<file path="src/rtl/ball_pkg.sv">
// Shared types and constants for the pinball ball motion controller.
// Edge bit positions match the hitEdgeCode layout reported by the collision logic.
package ball_pkg;

    typedef enum logic [1:0] {
        IDLE = 2'd0,
        MOVE = 2'd1,
        LOST = 2'd2
    } ball_state_e;

    localparam int EDGE_TOP    = 3;
    localparam int EDGE_BOTTOM = 2;
    localparam int EDGE_LEFT   = 1;
    localparam int EDGE_RIGHT  = 0;

    localparam int FP_SHIFT_DEFAULT = 6;

endpackage

</file>
<file path="src/rtl/ball_motion_ctrl_if.sv">
// Frame/collision inputs and sprite position outputs of the ball motion controller.
interface ball_motion_ctrl_if;

    logic               startOfFrame;
    logic               launch;
    logic               collision;
    logic [3:0]         hitEdgeCode;
    logic signed [10:0] topLeftX;
    logic signed [10:0] topLeftY;
    logic               ballLost;
    logic               moving;

    modport master (
        output startOfFrame, launch, collision, hitEdgeCode,
        input  topLeftX, topLeftY, ballLost, moving
    );

    modport slave (
        input  startOfFrame, launch, collision, hitEdgeCode,
        output topLeftX, topLeftY, ballLost, moving
    );

endinterface

</file>
<file path="src/rtl/ball_motion_ctrl_speed_reflect_sat.sv">
// Combinational per-frame speed update: edge reflection, then gravity with |ySpeed| saturation.
module speed_reflect_sat
    import ball_pkg::*;
#(
    parameter int Y_ACCEL     = 1,
    parameter int MAX_Y_SPEED = 230
) (
    input  logic [3:0]         edges_i,
    input  logic signed [31:0] x_speed_i,
    input  logic signed [31:0] y_speed_i,
    output logic signed [31:0] x_speed_o,
    output logic signed [31:0] y_speed_o
);

    localparam logic signed [31:0] ACCEL_C = 32'(Y_ACCEL);
    localparam logic signed [31:0] MAX_C   = 32'(MAX_Y_SPEED);

    logic signed [31:0] y_ref_s;
    logic signed [31:0] y_acc_s;

    // Reflect only when the hit edge opposes the current direction of travel.
    always_comb begin
        x_speed_o = x_speed_i;
        y_ref_s   = y_speed_i;
        if (edges_i[EDGE_LEFT] && (x_speed_i < 32'sd0)) begin
            x_speed_o = -x_speed_i;
        end else if (edges_i[EDGE_RIGHT] && (x_speed_i > 32'sd0)) begin
            x_speed_o = -x_speed_i;
        end else begin
            x_speed_o = x_speed_i;
        end
        if (edges_i[EDGE_TOP] && (y_speed_i < 32'sd0)) begin
            y_ref_s = -y_speed_i;
        end else if (edges_i[EDGE_BOTTOM] && (y_speed_i > 32'sd0)) begin
            y_ref_s = -y_speed_i;
        end else begin
            y_ref_s = y_speed_i;
        end
    end

    // Gravity after reflection, clamped symmetrically.
    always_comb begin
        y_acc_s = y_ref_s + ACCEL_C;
        if (y_acc_s > MAX_C) begin
            y_speed_o = MAX_C;
        end else if (y_acc_s < -MAX_C) begin
            y_speed_o = -MAX_C;
        end else begin
            y_speed_o = y_acc_s;
        end
    end

endmodule

</file>
<file path="src/rtl/ball_motion_ctrl.sv">
// Per-frame ball motion controller: fixed-point position/velocity, edge latch and lost detection.
// Position and speed update once per startOfFrame; all outputs are registered.
module ball_motion_ctrl
    import ball_pkg::*;
#(
    parameter int INITIAL_X       = 280,
    parameter int INITIAL_Y       = 185,
    parameter int INITIAL_X_SPEED = 40,
    parameter int INITIAL_Y_SPEED = -100,
    parameter int Y_ACCEL         = 1,
    parameter int MAX_Y_SPEED     = 230,
    parameter int BOTTOM_LIMIT    = 460,
    parameter int FP_SHIFT        = FP_SHIFT_DEFAULT
) (
    input  logic              clk,
    input  logic              resetN,
    ball_motion_ctrl_if.slave bus
);

    localparam logic signed [31:0] INIT_X_FP  = 32'(INITIAL_X * (2 ** FP_SHIFT));
    localparam logic signed [31:0] INIT_Y_FP  = 32'(INITIAL_Y * (2 ** FP_SHIFT));
    localparam logic signed [31:0] INIT_XS    = 32'(INITIAL_X_SPEED);
    localparam logic signed [31:0] INIT_YS    = 32'(INITIAL_Y_SPEED);
    localparam logic signed [31:0] BOTTOM_PIX = 32'(BOTTOM_LIMIT);

    ball_state_e        state_q, state_d;
    logic signed [31:0] pos_x_q, pos_x_d, pos_y_q, pos_y_d;
    logic signed [31:0] x_speed_q, x_speed_d, y_speed_q, y_speed_d;
    logic [3:0]         edge_q, edge_d;
    logic signed [10:0] top_left_x_q, top_left_x_d, top_left_y_q, top_left_y_d;
    logic               ball_lost_q, ball_lost_d, moving_q, moving_d;

    logic [3:0]         hit_s, eff_edge_s;
    logic signed [31:0] refl_x_s, refl_y_s, next_x_s, next_y_s, next_pix_y_s;
    logic               out_of_bounds_s;

    // A hit in the frame-boundary cycle counts in this frame rather than being latched.
    assign hit_s           = bus.collision ? bus.hitEdgeCode : 4'b0000;
    assign eff_edge_s      = edge_q | hit_s;
    assign next_x_s        = pos_x_q + refl_x_s;
    assign next_y_s        = pos_y_q + refl_y_s;
    assign next_pix_y_s    = next_y_s >>> FP_SHIFT;
    assign out_of_bounds_s = (next_pix_y_s >= BOTTOM_PIX);

    speed_reflect_sat #(
        .Y_ACCEL     (Y_ACCEL),
        .MAX_Y_SPEED (MAX_Y_SPEED)
    ) u_speed (
        .edges_i   (eff_edge_s),
        .x_speed_i (x_speed_q),
        .y_speed_i (y_speed_q),
        .x_speed_o (refl_x_s),
        .y_speed_o (refl_y_s)
    );

    // State, datapath and output registers.
    always_ff @(posedge clk or negedge resetN) begin
        if (!resetN) begin
            state_q      <= IDLE;
            pos_x_q      <= INIT_X_FP;
            pos_y_q      <= INIT_Y_FP;
            x_speed_q    <= INIT_XS;
            y_speed_q    <= INIT_YS;
            edge_q       <= 4'b0000;
            top_left_x_q <= 11'(INITIAL_X);
            top_left_y_q <= 11'(INITIAL_Y);
            ball_lost_q  <= 1'b0;
            moving_q     <= 1'b0;
        end else begin
            state_q      <= state_d;
            pos_x_q      <= pos_x_d;
            pos_y_q      <= pos_y_d;
            x_speed_q    <= x_speed_d;
            y_speed_q    <= y_speed_d;
            edge_q       <= edge_d;
            top_left_x_q <= top_left_x_d;
            top_left_y_q <= top_left_y_d;
            ball_lost_q  <= ball_lost_d;
            moving_q     <= moving_d;
        end
    end

    // Next-state logic; launch is only honoured in IDLE and LOST.
    always_comb begin
        state_d = state_q;
        case (state_q)
            IDLE: begin
                if (bus.launch) state_d = MOVE;
                else            state_d = IDLE;
            end
            MOVE: begin
                if (bus.startOfFrame && out_of_bounds_s) state_d = LOST;
                else                                     state_d = MOVE;
            end
            LOST: begin
                if (bus.launch) state_d = IDLE;
                else            state_d = LOST;
            end
            default: state_d = IDLE;
        endcase
    end

    // Position/speed integration and edge latch.
    always_comb begin
        pos_x_d   = pos_x_q;
        pos_y_d   = pos_y_q;
        x_speed_d = x_speed_q;
        y_speed_d = y_speed_q;
        edge_d    = edge_q;
        case (state_q)
            MOVE: begin
                if (bus.startOfFrame) begin
                    x_speed_d = refl_x_s;
                    y_speed_d = refl_y_s;
                    pos_x_d   = next_x_s;
                    pos_y_d   = next_y_s;
                    edge_d    = 4'b0000;
                end else begin
                    edge_d    = edge_q | hit_s;
                end
            end
            LOST: begin
                edge_d = 4'b0000;
                if (bus.launch) begin
                    pos_x_d   = INIT_X_FP;
                    pos_y_d   = INIT_Y_FP;
                    x_speed_d = INIT_XS;
                    y_speed_d = INIT_YS;
                end else begin
                    pos_x_d   = pos_x_q;
                    pos_y_d   = pos_y_q;
                end
            end
            default: begin
                pos_x_d   = INIT_X_FP;
                pos_y_d   = INIT_Y_FP;
                x_speed_d = INIT_XS;
                y_speed_d = INIT_YS;
                edge_d    = 4'b0000;
            end
        endcase
    end

    // Outputs follow the next state so they line up with the updated position.
    always_comb begin
        top_left_x_d = 11'(pos_x_d >>> FP_SHIFT);
        top_left_y_d = 11'(pos_y_d >>> FP_SHIFT);
        moving_d     = (state_d == MOVE);
        ball_lost_d  = (state_d == LOST);
    end

    assign bus.topLeftX = top_left_x_q;
    assign bus.topLeftY = top_left_y_q;
    assign bus.ballLost = ball_lost_q;
    assign bus.moving   = moving_q;

endmodule

</file>
<file path="src/flat_wrapper.sv">
// flat-port wrapper written by rule: the top's interface ports become plain ports
module ball_motion_ctrl_flat import ball_pkg::*;
#(
    parameter int INITIAL_X       = 280,
    parameter int INITIAL_Y       = 185,
    parameter int INITIAL_X_SPEED = 40,
    parameter int INITIAL_Y_SPEED = -100,
    parameter int Y_ACCEL         = 1,
    parameter int MAX_Y_SPEED     = 230,
    parameter int BOTTOM_LIMIT    = 460,
    parameter int FP_SHIFT        = FP_SHIFT_DEFAULT
)
  (clk, resetN, bus_startOfFrame, bus_launch, bus_collision, bus_hitEdgeCode, bus_topLeftX, bus_topLeftY, bus_ballLost, bus_moving);
  ball_motion_ctrl_if bus_i ();
  input  logic clk;
  input  logic resetN;
  input wire logic [$bits(bus_i.startOfFrame)-1:0] bus_startOfFrame;
  input wire logic [$bits(bus_i.launch)-1:0] bus_launch;
  input wire logic [$bits(bus_i.collision)-1:0] bus_collision;
  input wire logic [$bits(bus_i.hitEdgeCode)-1:0] bus_hitEdgeCode;
  output wire logic [$bits(bus_i.topLeftX)-1:0] bus_topLeftX;
  output wire logic [$bits(bus_i.topLeftY)-1:0] bus_topLeftY;
  output wire logic [$bits(bus_i.ballLost)-1:0] bus_ballLost;
  output wire logic [$bits(bus_i.moving)-1:0] bus_moving;
  assign bus_i.startOfFrame = bus_startOfFrame;
  assign bus_i.launch = bus_launch;
  assign bus_i.collision = bus_collision;
  assign bus_i.hitEdgeCode = bus_hitEdgeCode;
  assign bus_topLeftX = bus_i.topLeftX;
  assign bus_topLeftY = bus_i.topLeftY;
  assign bus_ballLost = bus_i.ballLost;
  assign bus_moving = bus_i.moving;
  ball_motion_ctrl #(.INITIAL_X(INITIAL_X), .INITIAL_Y(INITIAL_Y), .INITIAL_X_SPEED(INITIAL_X_SPEED), .INITIAL_Y_SPEED(INITIAL_Y_SPEED), .Y_ACCEL(Y_ACCEL), .MAX_Y_SPEED(MAX_Y_SPEED), .BOTTOM_LIMIT(BOTTOM_LIMIT), .FP_SHIFT(FP_SHIFT)) u_core (.clk(clk), .resetN(resetN), .bus(bus_i));
endmodule
</file>
<file path="config.mk">
export PLATFORM = sky130hd
export DESIGN_NAME = ball_motion_ctrl_flat
export DESIGN_NICKNAME = d
export VERILOG_FILES = /design/src/rtl/ball_pkg.sv /design/src/rtl/ball_motion_ctrl_if.sv /design/src/rtl/ball_motion_ctrl_speed_reflect_sat.sv /design/src/rtl/ball_motion_ctrl.sv /design/src/flat_wrapper.sv
export SDC_FILE = /design/constraint.sdc
export NUM_CORES = 1
export LEC_CHECK = 0
export CORE_MARGIN = 3
export CORE_UTILIZATION = 60
export DETAILED_ROUTE_END_ITERATION = 8
export GPL_TIMING_DRIVEN = 0
export PLACE_DENSITY = 0.78
export RECOVER_POWER = 25
export SLEW_MARGIN = 20
export SYNTH_ARGS = -nofsm -noshare
export SYNTH_HDL_FRONTEND = slang
export SYNTH_HIERARCHICAL = 1
export SYNTH_SLANG_ARGS = --single-unit
</file>
<file path="constraint.sdc">
create_clock -name clk -period 15 [get_ports clk]
set_input_delay 3 -clock clk [delete_from_list [all_inputs] [get_ports clk]]
set_output_delay 3 -clock clk [all_outputs]
set_load 0.05 [all_outputs]
</file>
==> results.ini, run 1 <==
[run_status]
status = finished, violations left
violations = max-capacitance violations, max-slew violations

[sta]
skew_ns = 0.00813
slew_viol_final = 124
finalCriticalPeriod_ns = 12.79
fmax_mhz = 78.2
rsz0062_at_grt = false
finalSetupTns_ns = 0
max_slew_margin_pct = -130
setup_viol = 0
hold_viol = 0
worst_slew_pin_slew_ns = 3.45
fin_hold_ws_ns = 0.496
timing.final.crit_share_pct = 85.3

[finish]
final_nets = 1327
multiInputGateArea_sq_um = 6880
ff_latch_area_sq_um = 3080
syn2layout_area_growth_pct = 11.9
final_cell_mix = 102 x nor2_1, 83 x dfrtp_1, 77 x nand2_1, 73 x a21oi_1, 73 x xnor2_1
antenna_cells = 0
final_common_cell = nor2_1
final_cells = 1497
nFillCells = 1368
drive_gt1_share_pct = 11.3

[clock_network]
cts.repair.resized = 0
cts_max_path_buffers = 2
cts_buffers = 17
cts_htree_levels = 4
tritoncts = built
cts.sinks = 121
hold_buffers = 0
clkSlewWorstSetupHoldPaths_ns = 0.06
clk_latency_ns = 0.42
root_buffer = clkbuf_16
postCtsSetupBuffers = 0

[routing]
drt_iter0_markers = 725
drt_first_pass_iters = 7
routedWlPerCell_um = 21.4
vias_per_cell = 6.68
postRouteAntennaNets = 0
vias = 10000
routed_wl_mm = 32.0
route.detailed.drc = 0

[run]
cap_viol_max_count = 2

[worst_setup_path]
cp_slowest_cell = nor3_1
crit_path_max_fanout = 10
cp.arrival_ns = 13.10
slowest_delay_ns = 0.72
start_kind = primary input
cp.buffers_inverters = 5
crit_required_ns = 15.31
end_kind = flop
critPathTopFamily = simple AND/OR/NAND/NOR gates
critPathKind = in2reg

[logic_synthesis]
yosys_warnings = 6
ys_seq_area_share_pct = 29.3
synth.distinct_cells = 92
synth_ff_type = dfrtp_1
postSynthNetCount = 1275
synthArstFlopShare_pct = 100
synth_seq_cells = 121
synth_edf_count = 0
avgSynthCellArea_sq_um = 8.67
synthCells = 1212
netlist_area_sq_um = 10500

[power]
p_leak_uw = 0.00477
ir_drop_uv = 134
power.density_nw_per_um2 = 278
power.total_uw = 3270

[min_path]
hp-class = reg2reg

[global_routing]
antenna_found_initial = 0
grt_pass1_vias = 9780
grt_remaining_overflow = 0
grt_pass1_wl_mm = 51.2
grt_max_degree = 66
grt_util_all_layers_pct = 32.9

[place]
dp.cells = 1465
port-buffer-count = 32
place_hpwl_mm = 23.7
gp_congestion = 0.968

[floorplanning]
fp.dieH_um = 138
die_w_um = 138
initial_utilization_pct = 62.3
row_count = 47
core_sq_um = 16900
die_area_sq_um = 19100
io_pins = 33

## synthesized netlist by cell type, types with 11 or more instances
cell type | count | area (sq um)
nor4_1 | 21 | 131
a31oi_1 | 11 | 68.8
dfrtp_1 | 83 | 2080
a21oi_1 | 73 | 365
nor2_1 | 102 | 383
inv_1 | 26 | 97.6
nand3_1 | 22 | 110
o31ai_1 | 22 | 165
o21bai_1 | 12 | 90.1
clkbuf_1 | 53 | 199
o22a_1 | 33 | 289
nand2_1 | 77 | 289
buf_4 | 24 | 180
nand4_1 | 20 | 125
a21o_1 | 25 | 188
o211ai_1 | 12 | 90.1
nor3_1 | 36 | 180
a22o_1 | 50 | 438
or3_1 | 20 | 125
dfstp_2 | 38 | 998
o21ai_0 | 62 | 310
xnor2_1 | 73 | 639
and2_1 | 14 | 87.6
xor2_1 | 52 | 455
nand2b_1 | 16 | 100
ha_1 | 52 | 651
## flip-flops by register name (all words and copies together) (netlist names)
signal / count
u_core/x_speed_q: 32
u_core/bus.ballLost: 1
u_core/edge_q: 4
u_core/bus.moving: 1
u_core/pos_x_q: 17
u_core/state_q: 2
u_core/pos_y_q: 32
u_core/y_speed_q: 32
## per-layer routing
metal  wire (um)  global-route usage [%]  vias up  share of wire (%)
li1            -                       -     4649                  -
met1       13400                    41.8     4814                 42
met2       15300                    55.1      445                 48
met3        1960                    5.08       96                6.1
met4        1300                    15.4        0                4.1
met5           0                       0        -                  0
## path summary, 6_finish.rpt
path / start / cells after the start / to / slack [ns]
min: u_core/pos_y_q[3]$_DFFE_PN0P_ / 2 / u_core/pos_y_q[3]$_DFFE_PN0P_ / 0.50
max reg2reg: u_core/y_speed_q[0]$_DFFE_PN0P_ / 36 / u_core/bus.moving$_DFF_PN0_ / 4.48
max: bus_collision / 34 / u_core/bus.moving$_DFF_PN0_ / 2.21
min reg2reg: u_core/pos_y_q[3]$_DFFE_PN0P_ / 2 / u_core/pos_y_q[3]$_DFFE_PN0P_ / 0.50
max in group asynchronous: resetN / 2 / u_core/pos_y_q[23]$_DFFE_PN0P_ / 7.20
min in group asynchronous: resetN / 1 / u_core/pos_x_q[7]$_DFFE_PN0P_ / 3.73
## cells by family (layout without fill, tap and decap cells)
group	count (synthesis)	after routing	share of synthesized area, %
compound gates	392	392	27.0
buf+inv	115	180	5.32
xor+xnor	126	126	10.6
simple gates	399	399	20.7
flops	121	121	29.3
mux	5	5	0.512
fa+ha+maj	54	54	6.57
## worst reg2reg max path, delay by kind of cell, from the launching register on
family / cells / cell delay (ns)
and+or+nand+nor: 15 / 4.50
AOI/OAI and AO/OA: 9 / 2.79
adders and majority gates: 5 / 1.40
buffers and inverters: 5 / 0.86
DFF: 1 / 0.43
xor gates and xnor gates: 2 / 0.41
## metrics by stage
step / utilization (%) / cell area [sq um] / worst slack (ns)
3_3_place_gp: 65.8 / 11100 / 2.04
2_1_floorplan: - / 10500 / 4.92
4_1_cts: 69.9 / 11800 / 2.44
3_5_place_dp: 66.0 / 11100 / 2.10
6_report: 69.7 / 11800 / 2.21
5_1_grt: 69.7 / 11800 / 1.64
## report_power, final
part,switching (uW),internal [uW]
logic,1370,833
clock network,150,303
registers,139,476
## layout make-up
cell class / instances / area share, %
plain buffers: 89 / 3.93
clock buffers: 21 / 3.91
clock inverters: 11 / 1.65
inverters: 26 / 0.830
multi-input cells: 976 / 58.5
flip-flops and latches: 121 / 26.1
well taps: 220 / 2.34
repair buffers: 33 / 2.70
No activity file was read; power rests on OpenSTA's default activity.
==> run 2: changes to the inputs <==
--- a/config.mk
+++ b/config.mk
@@ -5,6 +5,7 @@
 export SDC_FILE = /design/constraint.sdc
 export NUM_CORES = 1
 export LEC_CHECK = 0
+export ABC_CLOCK_PERIOD_IN_PS = 15000
 export CORE_MARGIN = 3
 export CORE_UTILIZATION = 60
 export DETAILED_ROUTE_END_ITERATION = 8
==> results of run 2 <==
The final DEF is identical to that of run 1; final timing and power are the same.
==> run 3: changes to the inputs <==
--- a/config.mk
+++ b/config.mk
@@ -11,7 +11,7 @@
 export DETAILED_ROUTE_END_ITERATION = 8
 export GPL_TIMING_DRIVEN = 0
 export PLACE_DENSITY = 0.78
-export RECOVER_POWER = 25
+export RECOVER_POWER = 100
 export SLEW_MARGIN = 20
 export SYNTH_ARGS = -nofsm -noshare
 export SYNTH_HDL_FRONTEND = slang
==> run 3 against run 2 <==
Net effect: first-iteration DRC count increased by 9.7%; combinational power decreased by 2%; routed wire length increased by 0.21%; the flow still finishes with violations (max-capacitance violations, max-slew violations); worst setup slack got worse by 0.76 ns; flip-flop and latch count unchanged; sequential share of layout area increased by 0.19 points; via count increased by 0.16%; clock power about the same; critical path depth decreased by 2; die area unchanged; non-clock buffer count unchanged.
==> results.ini, run 3 (synthesis results as in run 1) <==
[sta]
hold_viol = 0  ; unchanged
worst_slew_pin_slew_ns = 3.42  ; -0.0268 ns
slew_viol_final = 124  ; unchanged
skew_ns = 0.00984  ; +0.00171 ns
setup_viol = 0  ; unchanged
finalCriticalPeriod_ns = 13.55  ; +0.759 ns
rsz0062_at_grt = false
timing.final.crit_share_pct = 90.3  ; +5.1 points
max_slew_margin_pct = -128  ; +1.8 points
finalSetupTns_ns = 0  ; unchanged
fmax_mhz = 73.8  ; -5.6%
fin_hold_ws_ns = 0.497  ; +0.000828 ns

[clock_network]
root_buffer = clkbuf_16
postCtsSetupBuffers = 0  ; unchanged
tritoncts = built
cts.repair.resized = 0  ; unchanged
cts_htree_levels = 4  ; unchanged
cts_max_path_buffers = 2  ; unchanged
cts_buffers = 17  ; unchanged
hold_buffers = 0  ; unchanged
cts.sinks = 121  ; unchanged
clkSlewWorstSetupHoldPaths_ns = 0.06  ; about the same
clk_latency_ns = 0.42  ; about the same

[floorplanning]
io_pins = 33  ; unchanged
fp.dieH_um = 138  ; unchanged
die_w_um = 138  ; unchanged
core_sq_um = 16900  ; unchanged
row_count = 47  ; unchanged
die_area_sq_um = 19100  ; unchanged
initial_utilization_pct = 62.3  ; unchanged

[global_routing]
antenna_found_initial = 0  ; unchanged
grt_pass1_wl_mm = 51.2  ; unchanged
grt_util_all_layers_pct = 32.9  ; unchanged
grt_remaining_overflow = 0  ; unchanged
grt_pass1_vias = 9780  ; unchanged
grt_max_degree = 66  ; unchanged

[run_status]
violations = max-capacitance violations, max-slew violations
status = finished, violations left

[routing]
vias_per_cell = 6.69  ; +0.16%
postRouteAntennaNets = 0  ; unchanged
routedWlPerCell_um = 21.4  ; +0.21%
vias = 10000  ; +0.16%
drt_iter0_markers = 795  ; +9.7%
drt_first_pass_iters = 5  ; -2
routed_wl_mm = 32.0  ; +0.21%
route.detailed.drc = 0  ; unchanged

[finish]
final_common_cell = nor2_1
fin_util_pct = 69.2  ; -0.50 points
drive_gt1_share_pct = 10.3  ; -0.94 points
syn2layout_area_growth_pct = 11.1
reg_top3 = u_core/pos_y_q x32, u_core/x_speed_q x32, u_core/y_speed_q x32
final_cell_mix = 102 x nor2_1, 83 x dfrtp_1, 77 x nand2_1, 77 x a21oi_1, 73 x xnor2_1
final_area_sq_um = 11700  ; -0.72%
antenna_cells = 0  ; unchanged
final_nets = 1327  ; unchanged

[worst_setup_path]
slowest_delay_ns = 0.92  ; +0.20 ns
start_kind = primary input
critPathKind = in2reg
cp_slowest_cell = o31ai_1
r2r-end = u_core/bus.moving$_DFF_PN0_
r2r_cells = 34  ; -5.6%
cp.arrival_ns = 13.86  ; +0.76 ns
crit_required_ns = 15.32  ; about the same
end_kind = flop
crit_path_max_fanout = 10  ; unchanged
r2r_start = u_core/y_speed_q[0]$_DFFE_PN0P_
rrSetupSlack_ns = 3.80  ; -0.68 ns

[min_path]
hold_end = u_core/pos_y_q[3]$_DFFE_PN0P_
hp-class = reg2reg
min_path_cells = 2  ; unchanged
holdCritStartpoint = u_core/pos_y_q[3]$_DFFE_PN0P_

[place]
gp_congestion = 0.968  ; unchanged
port-buffer-count = 32  ; unchanged
place_hpwl_mm = 23.7  ; unchanged
place_area_sq_um = 11100  ; unchanged

[run]
cap_viol_max_count = 2  ; unchanged

[power]
ir_drop_uv = 132  ; -2.0%
p_leak_uw = 0.00478  ; +0.23%
power.total_uw = 3220  ; -1.4%
power.density_nw_per_um2 = 276  ; -0.63%

run 3: cell types whose count changed in the layout (fill, tap and decap cells not counted), moves of 2 or more:
cell,before,now
clkdlybuf4s50_1,31,5
dlygate4sd3_1,0,26
a21oi_1,73,77
a21oi_2,4,0
o21ai_0,62,66
o21ai_1,8,4
o311ai_0,2,4
run 3: layout make-up:
type,count,area [sq um]
clock buffer,21,460
sequential,121,3080
fill,1381,5200
clock inverter,11,194
tap,220,275
buffer,89,460
timing repair buffer,33,318
multi-input combinational,976,6800
inverter,26,97.6
run 3: critical path, delay by kind of cell:
family                     cells  cell delay, ns
xor gates and xnor gates       2            0.40
and+or+nand+nor               11            2.85
buffers and inverters          4            2.10
AOI/OAI and AO/OA             11            4.25
adders and majority gates      3            0.99
muxes                          1            0.27
run 3: layer usage:
metal,routed length [um],vias up,GRT usage (%)
li1,-,4653,-
met1,13500,4857,41.8
met2,15500,415,55.1
met3,1870,95,5.08
met4,1220,0,15.4
met5,0,-,0
run 3: worst max-delay path by stage:
stage | to | startpoint | slack, ns
global placement | u_core/bus.moving$_DFF_PN0_ | bus_collision | 2.04
detailed placement | u_core/bus.moving$_DFF_PN0_ | bus_collision | 2.10
floorplan | u_core/bus.moving$_DFF_PN0_ | bus_hitEdgeCode[3] | 4.92
CTS | u_core/bus.moving$_DFF_PN0_ | bus_collision | 2.44
global route | u_core/bus.moving$_DFF_PN0_ | bus_collision | 0.97
finish | u_core/bus.moving$_DFF_PN0_ | bus_collision | 1.45
run 3: power by group:
group          total (uW)  leakage [uW]  internal [uW]  switching (uW)
Clock                 455      0.000306            303             151
Sequential            615       0.00152            476             140
Combinational        2150       0.00296            809            1340
Total                3220       0.00478           1590            1640
run 3: metrics by stage:
step / instances / setup WS (ns)
floorplan: 1212 / 4.92
global placement: 1464 / 2.04
detailed placement: 1465 / 2.10
CTS: 1497 / 2.44
global route: 1497 / 0.970
finish: 1497 / 1.45
